===== src/rtl/pool7x7_collector.sv =====
// pool7x7_collector: steps the max-pool window select through 0..N_OUT-1,
// packs each pooled byte into a 7x7 map and offers the map downstream
// over a valid/ready handshake.
module pool7x7_collector #(
  parameter int unsigned DATA_W = 8,
  parameter int unsigned N_OUT  = 49,
  parameter int unsigned IDX_W  = 6
) (
  input  logic                    clk,
  input  logic                    rst_n,
  input  logic                    start,
  output logic                    in_ready,
  output logic [IDX_W-1:0]        pool_idx,
  input  logic [DATA_W-1:0]       pool_val,
  output logic                    busy,
  output logic                    out_valid,
  input  logic                    out_ready,
  output logic [N_OUT*DATA_W-1:0] out_map
);

  typedef enum logic [1:0] {
    S_IDLE = 2'd0,
    S_SCAN = 2'd1,
    S_HOLD = 2'd2
  } state_t;

  localparam logic [IDX_W-1:0] LAST_IDX = IDX_W'(N_OUT - 1);

  state_t                  state_q, state_d;
  logic [IDX_W-1:0]        idx_q, idx_d;
  logic [N_OUT*DATA_W-1:0] map_q, map_d;

  // State, window index and packed map registers.
  always_ff @(posedge clk or negedge rst_n) begin
    if (!rst_n) begin
      state_q <= S_IDLE;
      idx_q   <= '0;
      map_q   <= '0;
    end else begin
      state_q <= state_d;
      idx_q   <= idx_d;
      map_q   <= map_d;
    end
  end

  // Next-state logic: scan windows in order, capture each result, then hold the map.
  always_comb begin
    state_d = state_q;
    idx_d   = idx_q;
    map_d   = map_q;
    case (state_q)
      S_IDLE: begin
        idx_d = '0;
        if (start) begin
          state_d = S_SCAN;
        end
      end
      S_SCAN: begin
        // Slot decode by constant compare keeps every part-select static.
        for (int unsigned k = 0; k < N_OUT; k++) begin
          if (idx_q == IDX_W'(k)) begin
            map_d[k*DATA_W +: DATA_W] = pool_val;
          end
        end
        if (idx_q == LAST_IDX) begin
          idx_d   = '0;
          state_d = S_HOLD;
        end else begin
          idx_d = idx_q + 1'b1;
        end
      end
      S_HOLD: begin
        idx_d = '0;
        if (out_ready) begin
          state_d = S_IDLE;
        end
      end
      default: begin
        idx_d   = '0;
        state_d = S_IDLE;
      end
    endcase
  end

  assign in_ready  = (state_q == S_IDLE);
  assign busy      = (state_q == S_SCAN);
  assign out_valid = (state_q == S_HOLD);
  assign pool_idx  = idx_q;
  assign out_map   = map_q;

endmodule


===== config.mk =====
export PLATFORM = sky130hd
export DESIGN_NAME = pool7x7_collector
export DESIGN_NICKNAME = d
export VERILOG_FILES = /design/src/rtl/pool7x7_collector.sv
export SDC_FILE = /design/constraint.sdc
export NUM_CORES = 1
export LEC_CHECK = 0
export CAP_MARGIN = 20
export CORE_MARGIN = 4
export CORE_UTILIZATION = 40
export CTS_CLUSTER_DIAMETER = 60
export CTS_CLUSTER_SIZE = 14
export DETAILED_ROUTE_END_ITERATION = 12
export PLACE_DENSITY = 0.68
export SLEW_MARGIN = 20
export SYNTH_ARGS = -nofsm -noshare
export SYNTH_HDL_FRONTEND = slang
export SYNTH_SLANG_ARGS = --single-unit

===== constraint.sdc =====
create_clock -name clk -period 3.6 [get_ports clk]
set_input_delay 1.08 -clock clk [delete_from_list [all_inputs] [get_ports clk]]
set_output_delay 1.08 -clock clk [all_outputs]
set_load 0.005 [all_outputs]

==> results of run 1 <==
## critical path: stages (launching register included)
cell	delay (ns)
dfrtp_1	0.47
nand2b_1	0.25
inv_1	0.10
clkdlybuf4s50_1	0.56
## cell type report
type / count / area, um2 / area share
clock buffers: 41 / 941 / 0.0442
clock inverters: 3 / 46.3 / 0.00217
flip-flops and latches: 400 / 10000 / 0.470
well taps: 518 / 648 / 0.0304
multi-input cells: 488 / 5330 / 0.250
repair buffers: 428 / 4310 / 0.202
inverters: 5 / 18.8 / 0.000881
## layout by cell type (no fill, tap or decap), drive strengths merged
master	instances
a211oi	1
a21o	1
a21oi	1
buf	25
bufinv	1
clkbuf	41
clkdlybuf4s50	403
clkinv	1
dfrtp	400
ha	4
inv	6
mux2	392
nand2	2
nand2b	1
nand3	18
nand3b	8
nand4bb	2
nor2	45
nor2b	1
nor3	1
nor4b	1
nor4bb	2
o21ai	2
or3	1
or3b	1
or4b	1
xnor2	1
xor2	2
## kinds of logic after synthesis
family | after synthesis
flops | 400
buf+inv | 61
mux | 392
xor+xnor | 3
fa+ha+maj | 4
compound gates | 5
simple gates | 84
## metrics by stage
step                hold slack (ns)  cells  worst slack (ns)  utilization
CTS                           0.408   1883             0.534        0.551
detailed placement            0.492   1839             0.962        0.526
global placement              0.488   1839              1.01        0.526
global route                  0.424   1883             0.463        0.551
floorplan                     0.504    949              1.48            -
finish                        0.422   1883             0.597        0.551
## power by group
part / switching (mW) / internal [mW]
Combinational: 2.86 / 5.34
Sequential: 1.21 / 6.54
Clock: 1.60 / 1.91
## flip-flops by register name (all words and copies together) (netlist names)
signal	cells
pool_idx	6
state_q	2
out_map	392
## layer usage
metal | GRT usage | wire [um]
met1 | 0.274 | 19100
met2 | 0.356 | 22200
met3 | 0.0588 | 3090
met4 | 0.0682 | 1270
met5 | 0 | 7
## final timing paths
path,from,endpoint,slack [ns],cells after the start
max,state_q[1],busy,0.60,3
min,rst_n,out_map[61],0.42,1
max reg2reg,pool_idx[4],out_map[106],0.97,3
min reg2reg,out_map[253],out_map[253],0.50,1
max in group asynchronous,rst_n,out_map[328],2.04,2
min in group clk,out_map[253],out_map[253],0.50,1
==> flow_summary.toml, run 1 <==
[clock_tree]
clock-sinks = 400
cts.htree.levels = 2
clock_latency_ns = 0.53
clk_pin_slew_ns = 0.06
cts_tree = "yes"
cts_made_buffers = 35
ctsRootBufferMaster = "clkbuf_16"
hold_buffers = 0
clockBufferDepth = 3
post_cts_resized = 0
cts_setup_buffers = 0

[route]
drt_pass1_iterations = 4
vias = 9532
wire_per_inst_um = 24.2
drc = 0
wirelength_um = 45600
ant_nets = 0
vias_per_cell = 5.06
first_iter_violations = 268

[run_status]
status = "finished, final reports clean"

[sta]
min_period_ns = 3.00
clock.fmax_ghz = 0.333
skew_ns = 0.0160
rsz0062_at_grt = "no"
maxSlewViolCount = 0
slew_headroom = 0.377
min_period_over_period = 0.834
tns_ns = 0
worstMarginPinSlew_ns = 0.935
setup_viol = 0
hold_viol = 0

[synthesis]
netlist_instances = 949
syn_area_mm2 = 0.0156
ys.warnings.count = 0
synth-adder-area-share = 0.00321
yosys-top-cells-area = "dfrtp_1 (64%), mux2_2 (25%), mux2_4 (3.8%), nor2_8 (1.3%), clkbuf_1 (1.1%)"
synth_top_family_by_area = "multiplexers"
yosysSeqAreaShare = 0.642
synth_cell_types = 32
netlist_top_cells_count = "dfrtp_1 (400), mux2_2 (352), clkbuf_1 (45)"
synth-simple-area-share = 0.0422
synth_mux_area_frac = 0.293
synth_edf_count = 0
synth_fp_nets = 965
synth-compound-area-share = 0.00192
synth_area_per_cell_um2 = 16.4
dominantRegCellSynth = "dfrtp_1"
synth.most_common_cell = "dfrtp_1"
synth_seq_cells = 400
async_flop_share = 1.00
synth-xor-area-share = 0.00168
yosysTopAreaCell = "dfrtp_1"
synth_top_cell_area_share = 0.642

[floorplan]
die_w_um = 206
initial_core_util = 0.404
fp.dieH_um = 206
core_mm2 = 0.0386
die_area_mm2 = 0.0422
row_count = 72
boundaryPins = 413

[global_routing]
antenna_found_initial = 2
grt_pass1_wl_um = 68000
gr-usage-all-layers = 0.214
overflow = 0
grt_pass1_vias = 10200
grt_max_degree = 145

[critical_path]
worst-path-max-fanout = 10
arrival_ns = 1.92
path_class = "reg2out"
cp-end-kind = "output port"
startpoint_type = "flip-flop"
required_ns = 2.52

[placed_design]
dp.final_hpwl_um = 30700
io_buffers = 412
place_congestion = 0.755
placed_cell_area_mm2 = 0.0203

[final_layout]
drive_gt1_frac = 0.362
final_nets = 1374
area_growth_pct = 36.5
num-fill-cells = 3095
diodes = 0
stdcell_area_mm2 = 0.0213

[power]
cellPowerDensity_mw_per_mm2 = 913
power.leakage_nw = 9.38
irDropWorstVdd_mv = 0.491
finalPower_mw = 19.5

[flow_run]
cap_viol_max_count = 0

[hold_path]
hold_path.class = "in2async"
(Power assumes the default switching activity.)
==> inputs of run 2 (changes only) <==
==> constraint.sdc (replaced) <==
create_clock -name clk -period 2.9 [get_ports clk]
set_input_delay 0.87 -clock clk [delete_from_list [all_inputs] [get_ports clk]]
set_output_delay 0.87 -clock clk [all_outputs]
set_load 0.005 [all_outputs]
==> run 2 against run 1 <==
Critical path depth down 2. Clock skew is 0.0022 ns higher. Sequential cell count stayed put. Critical path type unchanged. Largest cell class unchanged.
==> flow_summary.toml, run 2 (synthesis results as in run 1) <==
[global_routing]
antenna_found_initial = 0
grt_pass1_vias = 10300
grt_pass1_wl_um = 68100
gr-usage-all-layers = 0.215
grt_max_degree = 79
overflow = 0

[critical_path]
critPathBufInv = 1
crit_slowest_cell = "clkdlybuf4s50_1"
path_class = "reg2out"
cp-end-kind = "output port"
critPathMaxStageDelay_ns = 0.68
cp_top_family = "buffers and inverters"
startpoint_type = "flip-flop"
worst-path-max-fanout = 17
required_ns = 2.03
arrival_ns = 1.89
worstPathCellList = "clkdlybuf4s50_1"

[final_layout]
diodes = 0
largest_reg_flops = 392
final_nets = 1395
multi_input_area_mm2 = 0.00533
num-fill-cells = 3155
mostFrequentLayoutCells = "clkdlybuf4s50_1 (402), dfrtp_1 (400), mux2_2 (352)"
final_common_cell = "clkdlybuf4s50_1"
seqCellArea_mm2 = 0.0100
area_growth_pct = 38.2
drive_gt1_frac = 0.375

[run_status]
status = "finished, final reports clean"

[placed_design]
io_buffers = 412
dp_slack_ns = 0.455
dp.final_hpwl_um = 30600
place_congestion = 0.808

[route]
drc = 0
first_iter_violations = 315
drt_pass1_iterations = 4
vias_per_cell = 5.01
wire_per_inst_um = 23.9
ant_nets = 0
wirelength_um = 45500
vias = 9555

[flow_run]
cap_viol_max_count = 0

[power]
cellPowerDensity_mw_per_mm2 = 1120
power.leakage_nw = 9.53
p_switching_mw = 7.06
p_comb_frac = 0.421
irDropWorstVdd_mv = 0.645
pwr-share-seq = 0.397
internal-power_mw = 17.2
clock_power_share = 0.182
swShare = 0.291

[sta]
hold_viol = 0
fin_ws_ns = 0.145
setup_viol = 0
worstMarginPinSlew_ns = 0.749
clock.fmax_ghz = 0.363
tns_ns = 0
rsz0062_at_grt = "no"
maxSlewViolCount = 0
slew_headroom = 0.494
min_period_over_period = 0.950
min_period_ns = 2.76
skew_ns = 0.0182

[clock_tree]
clockBufferDepth = 3
cts_setup_buffers = 0
clock-sinks = 400
cts_made_buffers = 37
cts.htree.levels = 2
clk_pin_slew_ns = 0.07
ctsRootBufferMaster = "clkbuf_16"
cts_tree = "yes"
clock_latency_ns = 0.54

[floorplan]
core_mm2 = 0.0386
die_area_mm2 = 0.0422
fp.dieH_um = 206
boundaryPins = 413
die_w_um = 206
row_count = 72
initial_core_util = 0.404

[hold_path]
hold_path.class = "in2async"
run 2: changes by cell type in the layout (fill, tap and decap cells not counted), sizes merged:
cell / delta
buf: +19
inv: +3
clkinv: +2
bufinv: -1
clkbuf: -1
clkdlybuf4s50: -1
clkinvlp: +1
dlymetal6s2s: +1
run 2: cell type report:
class	instances	share of cell area
clock buffers	40	0.0444
clock inverters	8	0.00348
inverters	5	0.000870
multi-input cells	488	0.247
flip-flops and latches	400	0.464
well taps	518	0.0301
repair buffers	447	0.210
run 2: per-stage QoR:
| step | area [um2] | power [mW] | hold WS [ns] | utilization | std cells |
|---|---|---|---|---|---|
| 2_1_floorplan | 15600 | 13.3 | 0.504 | - | 949 |
| 3_3_place_gp | 20500 | 19.8 | 0.488 | 0.531 | 1858 |
| 3_5_place_dp | 20500 | 20.1 | 0.492 | 0.531 | 1858 |
| 4_1_cts | 21600 | 24.6 | 0.221 | 0.558 | 1906 |
| 5_1_grt | 21600 | 25.6 | 0.246 | 0.558 | 1906 |
| 6_report | 21600 | 24.2 | 0.247 | 0.558 | 1906 |
run 2: power by group through the flow:
stage	combinational (mW)	sequential, mW	clock [mW]
after global routing	10.8	9.97	4.78
after detailed placement	10.3	9.73	0
after floorplan	3.66	9.65	0
after global placement	10.2	9.62	0
after CTS	10.4	9.65	4.57
final	10.2	9.63	4.41
run 2: routing by layer:
| layer | up-vias | global-route usage | routed length, um |
|---|---|---|---|
| li1 | 4180 | - | - |
| met5 | - | 0 | 0 |
| met3 | 67 | 0.0610 | 3250 |
| met2 | 317 | 0.354 | 22400 |
| met1 | 4991 | 0.273 | 18500 |
| met4 | 0 | 0.0725 | 1350 |
run 2: path summary, 6_finish.rpt:
kind	end	slack, ns	start	cells after the start
hold reg to reg	out_map[15]	0.50	out_map[15]	1
min in group clk	out_map[15]	0.50	out_map[15]	1
setup reg to reg	out_map[106]	0.42	state_q[1]	4
hold / removal	out_map[57]	0.25	rst_n	1
max in group asynchronous	out_map[182]	1.82	rst_n	3
setup / recovery	pool_idx[3]	0.14	pool_idx[3]	1
run 2: timing repair:
action | CTS | global route
setup endpoints to repair | 0 | 1
hold buffers | 0 | 0
resized for setup | 0 | 1
